`src/rtl/hsid_pkg.sv`:
```
// Shared types and constants for the HSID iterative arithmetic blocks.
// The multiplier FSM state encoding lives here so checkers can see it.
package hsid_pkg;

  localparam int HSID_HSP_LIBRARY_WIDTH = 8;

  typedef enum logic [2:0] {
    HIM_IDLE,
    HIM_CLEAR,
    HIM_COMPUTE,
    HIM_CHECK,
    HIM_DONE
  } hsid_ite_mul_state_t;

endpackage

```
`src/rtl/hsid_multiplier_sva.sv`:
```
// Companion checker for hsid_multiplier: clear sequencing, fast paths,
// fixed latency (when HSID_MULTIPLIER_EARLY_EXIT_EN is undefined) and product value.
module hsid_multiplier_sva
  import hsid_pkg::*;
#(
  parameter int K = 32
) (
  input logic                clk,
  input logic                rst_n,
  input logic                clear,
  input logic                start,
  input logic                of_in,
  input logic [K-1:0]        multiplicand,
  input logic [K-1:0]        multiplier,
  input hsid_ite_mul_state_t state,
  input logic                idle,
  input logic                done,
  input logic [2*K-1:0]      product,
  input logic                overflow
);

  logic           accept;
  logic           zero_op;
  logic [2*K-1:0] exp_q;

  assign accept  = start && (state == HIM_IDLE) && !clear;
  assign zero_op = (multiplicand == '0) || (multiplier == '0);

  // Reference product of the operands seen at accept.
  always_ff @(posedge clk) begin
    if (!rst_n) begin
      exp_q <= '0;
    end else if (accept) begin
      exp_q <= {{K{1'b0}}, multiplicand} * {{K{1'b0}}, multiplier};
    end
  end

  a_clear_enters: assert property (@(posedge clk) disable iff (!rst_n)
    clear |=> state == HIM_CLEAR);

  a_clear_leaves: assert property (@(posedge clk) disable iff (!rst_n)
    (state == HIM_CLEAR && !clear) |=> idle);

  a_of_path: assert property (@(posedge clk) disable iff (!rst_n || clear)
    (accept && of_in) |=> (state == HIM_CHECK && overflow && product == '0) ##1 done);

  a_zero_path: assert property (@(posedge clk) disable iff (!rst_n || clear)
    (accept && !of_in && zero_op) |=> (state == HIM_CHECK && !overflow && product == '0) ##1 done);

`ifndef HSID_MULTIPLIER_EARLY_EXIT_EN
  a_fixed_latency: assert property (@(posedge clk) disable iff (!rst_n || clear)
    (accept && !of_in && !zero_op) |-> ##(K+2) done);
`endif

  a_product: assert property (@(posedge clk) disable iff (!rst_n)
    (done && !overflow) |-> product == exp_q);

  a_done_not_idle: assert property (@(posedge clk) disable iff (!rst_n)
    done |-> !idle);

endmodule

```
`src/rtl/hsid_multiplier.sv`:
```
// Iterative radix-2 shift-add unsigned multiplier (K x K -> 2K) with divider-style handshake.
// Optional HSID_MULTIPLIER_EARLY_EXIT_EN: leave COMPUTE once the shifted multiplier is exhausted.
module hsid_multiplier
  import hsid_pkg::*;
#(
  parameter int HSP_LIBRARY_WIDTH = HSID_HSP_LIBRARY_WIDTH,
  parameter int K                 = 32
) (
  input  logic                         clk,
  input  logic                         rst_n,
  input  logic                         clear,
  input  logic                         start,
  input  logic [K-1:0]                 multiplicand,
  input  logic [K-1:0]                 multiplier,
  input  logic                         of_in,
  input  logic [HSP_LIBRARY_WIDTH-1:0] hsp_ref_in,
  output logic                         idle,
  output logic                         ready,
  output logic                         done,
  output logic [2*K-1:0]               product,
  output logic                         overflow,
  output logic [HSP_LIBRARY_WIDTH-1:0] hsp_ref_out
);

  localparam int CW = (K > 1) ? $clog2(K) : 1;

  hsid_ite_mul_state_t          state_q, state_d;
  logic [2*K-1:0]               a_sh_q, a_sh_d;
  logic [K-1:0]                 b_q, b_d;
  logic [2*K-1:0]               acc_q, acc_d;
  logic [CW-1:0]                cnt_q, cnt_d;
  logic [2*K-1:0]               product_q, product_d;
  logic                         of_q, of_d;
  logic [HSP_LIBRARY_WIDTH-1:0] hsp_q, hsp_d;
  logic                         last_iter;

`ifdef HSID_MULTIPLIER_EARLY_EXIT_EN
  assign last_iter = (cnt_q == CW'(K-1)) || (b_q[K-1:1] == '0);
`else
  assign last_iter = (cnt_q == CW'(K-1));
`endif

  always_comb begin
    state_d   = state_q;
    a_sh_d    = a_sh_q;
    b_d       = b_q;
    acc_d     = acc_q;
    cnt_d     = cnt_q;
    product_d = product_q;
    of_d      = of_q;
    hsp_d     = hsp_q;

    if (clear) begin
      state_d   = HIM_CLEAR;
      acc_d     = '0;
      cnt_d     = '0;
      product_d = '0;
      of_d      = 1'b0;
      hsp_d     = '0;
    end else begin
      case (state_q)
        HIM_IDLE: begin
          if (start) begin
            a_sh_d    = {{K{1'b0}}, multiplicand};
            b_d       = multiplier;
            acc_d     = '0;
            cnt_d     = '0;
            product_d = '0;
            of_d      = of_in;
            hsp_d     = hsp_ref_in;
            // Overflowed or zero operands have a known result: skip the iterations.
            if (of_in || (multiplicand == '0) || (multiplier == '0)) begin
              state_d = HIM_CHECK;
            end else begin
              state_d = HIM_COMPUTE;
            end
          end
        end
        HIM_CLEAR: state_d = HIM_IDLE;
        HIM_COMPUTE: begin
          if (b_q[0]) begin
            acc_d = acc_q + a_sh_q;
          end
          a_sh_d = a_sh_q << 1;
          b_d    = b_q >> 1;
          cnt_d  = cnt_q + CW'(1);
          if (last_iter) begin
            state_d = HIM_CHECK;
          end
        end
        HIM_CHECK: begin
          product_d = of_q ? '0 : acc_q;
          state_d   = HIM_DONE;
        end
        HIM_DONE: state_d = HIM_IDLE;
        default:  state_d = HIM_IDLE;
      endcase
    end
  end

  always_ff @(posedge clk) begin
    if (!rst_n) begin
      state_q   <= HIM_IDLE;
      a_sh_q    <= '0;
      b_q       <= '0;
      acc_q     <= '0;
      cnt_q     <= '0;
      product_q <= '0;
      of_q      <= 1'b0;
      hsp_q     <= '0;
    end else begin
      state_q   <= state_d;
      a_sh_q    <= a_sh_d;
      b_q       <= b_d;
      acc_q     <= acc_d;
      cnt_q     <= cnt_d;
      product_q <= product_d;
      of_q      <= of_d;
      hsp_q     <= hsp_d;
    end
  end

  assign idle        = (state_q == HIM_IDLE);
  assign ready       = idle && !clear;
  assign done        = (state_q == HIM_DONE) && !clear;
  assign product     = product_q;
  assign overflow    = of_q;
  assign hsp_ref_out = hsp_q;

  hsid_multiplier_sva #(
    .K (K)
  ) u_sva (
    .clk          (clk),
    .rst_n        (rst_n),
    .clear        (clear),
    .start        (start),
    .of_in        (of_in),
    .multiplicand (multiplicand),
    .multiplier   (multiplier),
    .state        (state_q),
    .idle         (idle),
    .done         (done),
    .product      (product),
    .overflow     (overflow)
  );

endmodule
```
`config.mk`:
```
export PLATFORM = sky130hd
export DESIGN_NAME = hsid_multiplier
export DESIGN_NICKNAME = d
export VERILOG_FILES = /design/src/rtl/hsid_pkg.sv /design/src/rtl/hsid_multiplier_sva.sv /design/src/rtl/hsid_multiplier.sv
export SDC_FILE = /design/constraint.sdc
export NUM_CORES = 1
export LEC_CHECK = 0
export ABC_AREA = 1
export ABC_CLOCK_PERIOD_IN_PS = 2800
export BUFFER_PORTS_ARGS = -buffer_cell sky130_fd_sc_hd__buf_2
export CAP_MARGIN = 5
export CORE_ASPECT_RATIO = 0.8
export CORE_MARGIN = 5
export CORE_UTILIZATION = 30
export DETAILED_ROUTE_END_ITERATION = 8
export SLEW_MARGIN = 30
export SYNTH_ARGS = -nofsm -noshare
export SYNTH_HDL_FRONTEND = slang
export SYNTH_SLANG_ARGS = --single-unit
```
`constraint.sdc`:
```
create_clock -name clk -period 2.8 [get_ports clk]
set_input_delay 0.56 -clock clk [delete_from_list [all_inputs] [get_ports clk]]
set_output_delay 0.56 -clock clk [all_outputs]
set_load 0.005 [all_outputs]
```
==> Yosys cells after proc, flatten, opt, wreduce, memory -nomap -nowiden <==
Cells that the tools add are included.
{ "op_classes": {"reduce_logical": 18, "bitwise": 2, "n_addsub": 2, "muxes": 16, "eq_ne": 9} }
{ "ops": {"columns": ["cell", "count"], "rows": [
  ["$pmux 64 s2", 3],
  ["$mux 64", 4],
  ["$add 64x64->64", 1],
  ["$logic_not 32->1", 2],
  ["$pmux 32 s2", 1],
  ["$mux 32", 1],
  ["$pmux 5 s2", 1],
  ["$reduce_and 2->1", 5],
  ["$pmux 3 s3", 1],
  ["$eq 3x2->1 const B", 2],
  ["$mux 3", 2],
  ["$ne 2x2->1 const B", 3],
  ["$ne 3x3->1 const B", 2],
  ["$reduce_and 3->1", 2],
  ["$add 5x1->5 const B", 1],
  ["$eq 5x5->1 const B", 1],
  ["$mux 5", 1],
  ["$reduce_bool 2->1", 2],
  ["$eq 3x3->1 const B", 1],
  ["$logic_not 3->1", 1],
  ["$logic_and 1x1->1", 2],
  ["$logic_or 1x1->1", 2],
  ["$mux 1", 2],
  ["$not 1->1", 2],
  ["other kinds (2)", 2]
]} }
{ "totals": {"reg_bits": 241, "output_inout_bits": 76, "wordCells": 56, "in_bits": 77} }

==> Longest topological paths before layout <==
{ "depth": {"depth_word": 7, "mapped_depth": 16, "mapped_depth_nobuf": 16} }

==> Worst setup path before layout <==
Ideal clock, no wire load.
{ "synth_timing": {"kind": "register to register", "from": "reg a_sh_q[0]", "to": "reg acc_q[62]", "period_less_slack_ns": 1.919, "stages_incl_launch_ff": 16, "arrival_ns": 1.787, "slack_ns": 0.881, "setup_time_ns": 0.132, "path_buffers": 0, "required_time_ns": 2.668, "path_cell_list": "dfxtp_1 > ha_1 > inv_1 > fa_1 > nor2_1 > nand2_1 > nand3_1 > nand2_1 > nand2_1 > nand2_1 > nand2_1 > nand2_1 > nand2_1 > nand2_1 > nand3_1 > a21oi_2"} }
{ "synth_between": {"elab_chain_len": 3} }
{ "synth_rtl": {"columns": ["element", "line", "source"], "rows": [
  ["start, declared", "hsid_multiplier.sv:28", "logic [2*K-1:0] a_sh_q, a_sh_d;"],
  ["start signal, assigned", "hsid_multiplier.sv:113", "a_sh_q <= a_sh_d;"],
  ["$add 64x64->64", "hsid_multiplier.sv:82", "acc_d = acc_q + a_sh_q;"],
  ["$mux 64", "hsid_multiplier.sv:81", "if (b_q[0]) begin"],
  ["$pmux 64 s2", "hsid_multiplier.sv:61", "case (state_q)"],
  ["end signal, assigned", "hsid_multiplier.sv:106", "acc_q <= '0;"],
  ["end signal, assigned", "hsid_multiplier.sv:115", "acc_q <= acc_d;"],
  ["end, declared", "hsid_multiplier.sv:30", "logic [2*K-1:0] acc_q, acc_d;"]
]} }
No other way between the ends. The select of a mux whose other input is x is not followed.
A chain may end at the register's enable or synchronous reset.

==> Final worst setup path <==
{ "layout_timing": {"from": "reg a_sh_q[0]", "to": "reg acc_q[38]"} }
The elaborated chain is that of the path after synthesis.

==> out/qor.yml <==
num_rows: 73
reg2reg_depth: 12
r2r-start: "a_sh_q[0]"
critical_path.cell_chain: "ha_1, inv_1, fa_1, nor2_1, nand2_1, nand3_1, nand3_1, nand3_1, nand3_1, nand3b_1, nand3_1, a21oi_1"
path_clk_slew_ns: 0.07
clockRootBuffer: "clkbuf_16"
cts_buffers: 28
drtPass1Iterations: 7
top_layer: "met5"
clock-sinks: 241
post_cts_buffers: 0
num_vias: 15595
die_h_um: 209
drt-total-wl_um: 51000
avgViaCountPerCell: 4.78
cpPeakStageDelay_ns: 0.41
ys_ff_latch: 241
slowest_stage: "fa_1"
power.density_nw_per_um2: 453
area_growth_pct: 16.0
arrival_ns: 3.04
met1_length_um: 25200
insertedDiodeCount: 0
ys_types: 40
p_sw_share_pct: 26.3
cts_buffer_depth: 3
synthesis.nets: 2596
p_comb_share_pct: 7.7
postCtsResizedCells: 0
worstSetupEndpointType: "flop"
overflow: 0
power_leakage_nw: 8.27
fill_cells: 5498
r2r-end: "acc_q[38]"
postPlaceCellArea_um2: 16400
design.portCount: 153
cts_tree: "done"
antenna_found_initial: 1
fp.dieArea_um2: 54300
synth_seq_area_share_pct: 32.4
start_util_pct: 30.2
grt.total_usage_pct: 18.1
p_int_mw: 5.78
grt_max_degree: 127
cts-hold-fix-buffers: 0
status: "complete, no violations"
grt_pass1_wl_um: 81100
cpMostUsedCell: "nand3_1"
dr_wl_met2_um: 20500
async_flop_share_pct: 0
rsz0062_at_grt: "no"
fin_ws_ns: 0.270
fin_skew_ns: 0.0316
finalWorstPathRequiredPeriod_ns: 2.53
hold_depth: 3
grt_pass1_vias: 14379
drcViolationCount: 0
cp-start-kind: "flop"
cap_violations: 0
crit_fanout: 4
place.gp.congestion: 0.996
seqPwrFrac_pct: 45.5
hold_violations: 0
total_power_mw: 7.84
ant_nets: 0
drive_above_1_share_pct: 10.7
syn_inst: 2453
core_um2: 49400
drt_iter0_drc: 1329
synth_ff_type: "dfxtp_1"
pre_cts_slack_ns: 0.328
die-width_um: 259
crit_required_ns: 3.31
criticalPathCategory: "flop to flop"
rrSetupSlack_ns: 0.27
switchingPower_mw: 2.06
syn_avg_cell_area_um2: 6.08
synth_edf_count: 0
worst_pin_slew_ns: 0.860
numPortBuffers: 152
finalSetupViolations: 0
slew_violations: 0
fin_area_um2: 17300
netlist_area_um2: 14900
wl_met3_um: 4170
htree_levels: 1
min_period_over_period_pct: 90.3
wl_per_cell_um: 15.6
yosys_warnings: 0
max_slew_margin_pct: 42.7
hold_class: "input pin to flop"
dpl.hpwl_um: 38600
power_frac_clock_pct: 46.8
min_to: "hsp_ref_out[5]"
clock_latency_ns: 0.57
max_freq_mhz: 395
tns_ns: 0
hp-start: "hsp_ref_in[5]"
ir_drop_mv: 0.542
layout.nets: 2712
==> critical path, delay by kind of cell (launching register included) <==
kind            cells  cell delay (ns)
flops               1             0.36
buf+inv             1             0.06
simple gates        8             1.34
compound gates      1             0.12
fa+ha+maj           2             0.60
==> kinds of logic (layout without fill, tap and decap cells) <==
| logic type | after synthesis | count (layout) | share of synthesized area [%] |
|---|---|---|---|
| and+or+nand+nor | 1322 | 1322 | 36.7 |
| buffers and inverters | 445 | 582 | 11.7 |
| xor gates and xnor gates | 4 | 4 | 0.235 |
| DFF | 241 | 241 | 32.4 |
| AOI/OAI and AO/OA | 375 | 375 | 13.4 |
| adders and majority gates | 66 | 66 | 5.59 |
==> state kept, by name (all words and copies together) (netlist names) <==
name / flops
cnt_q: 5
state_q: 3
b_q: 32
product: 64
acc_q: 64
overflow: 1
hsp_ref_out: 8
a_sh_q: 64
==> placed cells by master, fill, tap and decap left out, drive strengths merged, types with 62 or more instances in the layout <==
| cell type | instances |
|---|---|
| buf | 182 |
| a31oi | 62 |
| nor2 | 120 |
| nand2 | 924 |
| ha | 65 |
| a21oi | 225 |
| dfxtp | 241 |
| o21ai | 79 |
| inv | 352 |
| nand3 | 208 |
==> layer usage <==
layer / vias up / GRT usage [%]
li1: 8044 / -
met1: 6967 / 27.0
met2: 509 / 26.7
met3: 73 / 4.34
met4: 2 / 3.72
met5: - / 0
==> area by class of cell <==
cell class	instances	area, um2	area share, %
Clock buffer	37	786	4.55
Clock inverter	14	126	0.731
Inverter	349	1310	7.59
Multi-Input combinational cell	1767	8340	48.3
Sequential cell	241	4820	27.9
Tap cell	675	845	4.89
Timing Repair Buffer	182	1050	6.07
==> worst max-delay path by stage <==
stage | start | to | slack [ns] | depth (start not counted)
3_5_place_dp | a_sh_q[0] | acc_q[62] | 0.33 | 15
6_report | a_sh_q[0] | acc_q[38] | 0.27 | 12
3_3_place_gp | a_sh_q[0] | acc_q[62] | 0.32 | 15
2_1_floorplan | a_sh_q[0] | acc_q[62] | 0.88 | 15
5_1_grt | a_sh_q[0] | acc_q[38] | 0.12 | 13
4_1_cts | a_sh_q[0] | acc_q[62] | 0.34 | 15
==> through the flow <==
step | hold slack [ns] | std cells | utilization, %
CTS | 0.230 | 3264 | 34.9
floorplan | 0.440 | 2453 | -
finish | 0.252 | 3265 | 35.0
detailed placement | 0.457 | 3213 | 33.1
global placement | 0.453 | 3213 | 33.1
global route | 0.243 | 3265 | 35.0
==> power by group through the flow <==
stage / logic (mW) / registers, mW / clock network (mW)
CTS: 0.596 / 3.56 / 3.76
global placement: 0.595 / 3.64 / 0
global route: 0.669 / 3.57 / 3.89
finish: 0.602 / 3.56 / 3.67
floorplan: 0.386 / 3.62 / 0
detailed placement: 0.594 / 3.64 / 0
==> cells in the mapped netlist, types with 6 or more instances <==
library cell  count  area (um2)
a31oi_1          62         388
nor2_2            7        43.8
o21ai_0          77         385
or2_2            18         113
dfxtp_1         241        4820
buf_1            13        48.8
buf_2            32         160
inv_1           342        1280
nand3_1         208        1040
clkbuf_1         43         161
nor4_1           19         119
nor2_1          109         409
nand2_1         922        3460
nand4_1          11        68.8
nor3_1           11        55.1
ha_1             65         813
a21oi_1         221        1110
inv_2             7        26.3
buf_4             6        45.0
Note: power is estimated with default switching activity, not from simulation.
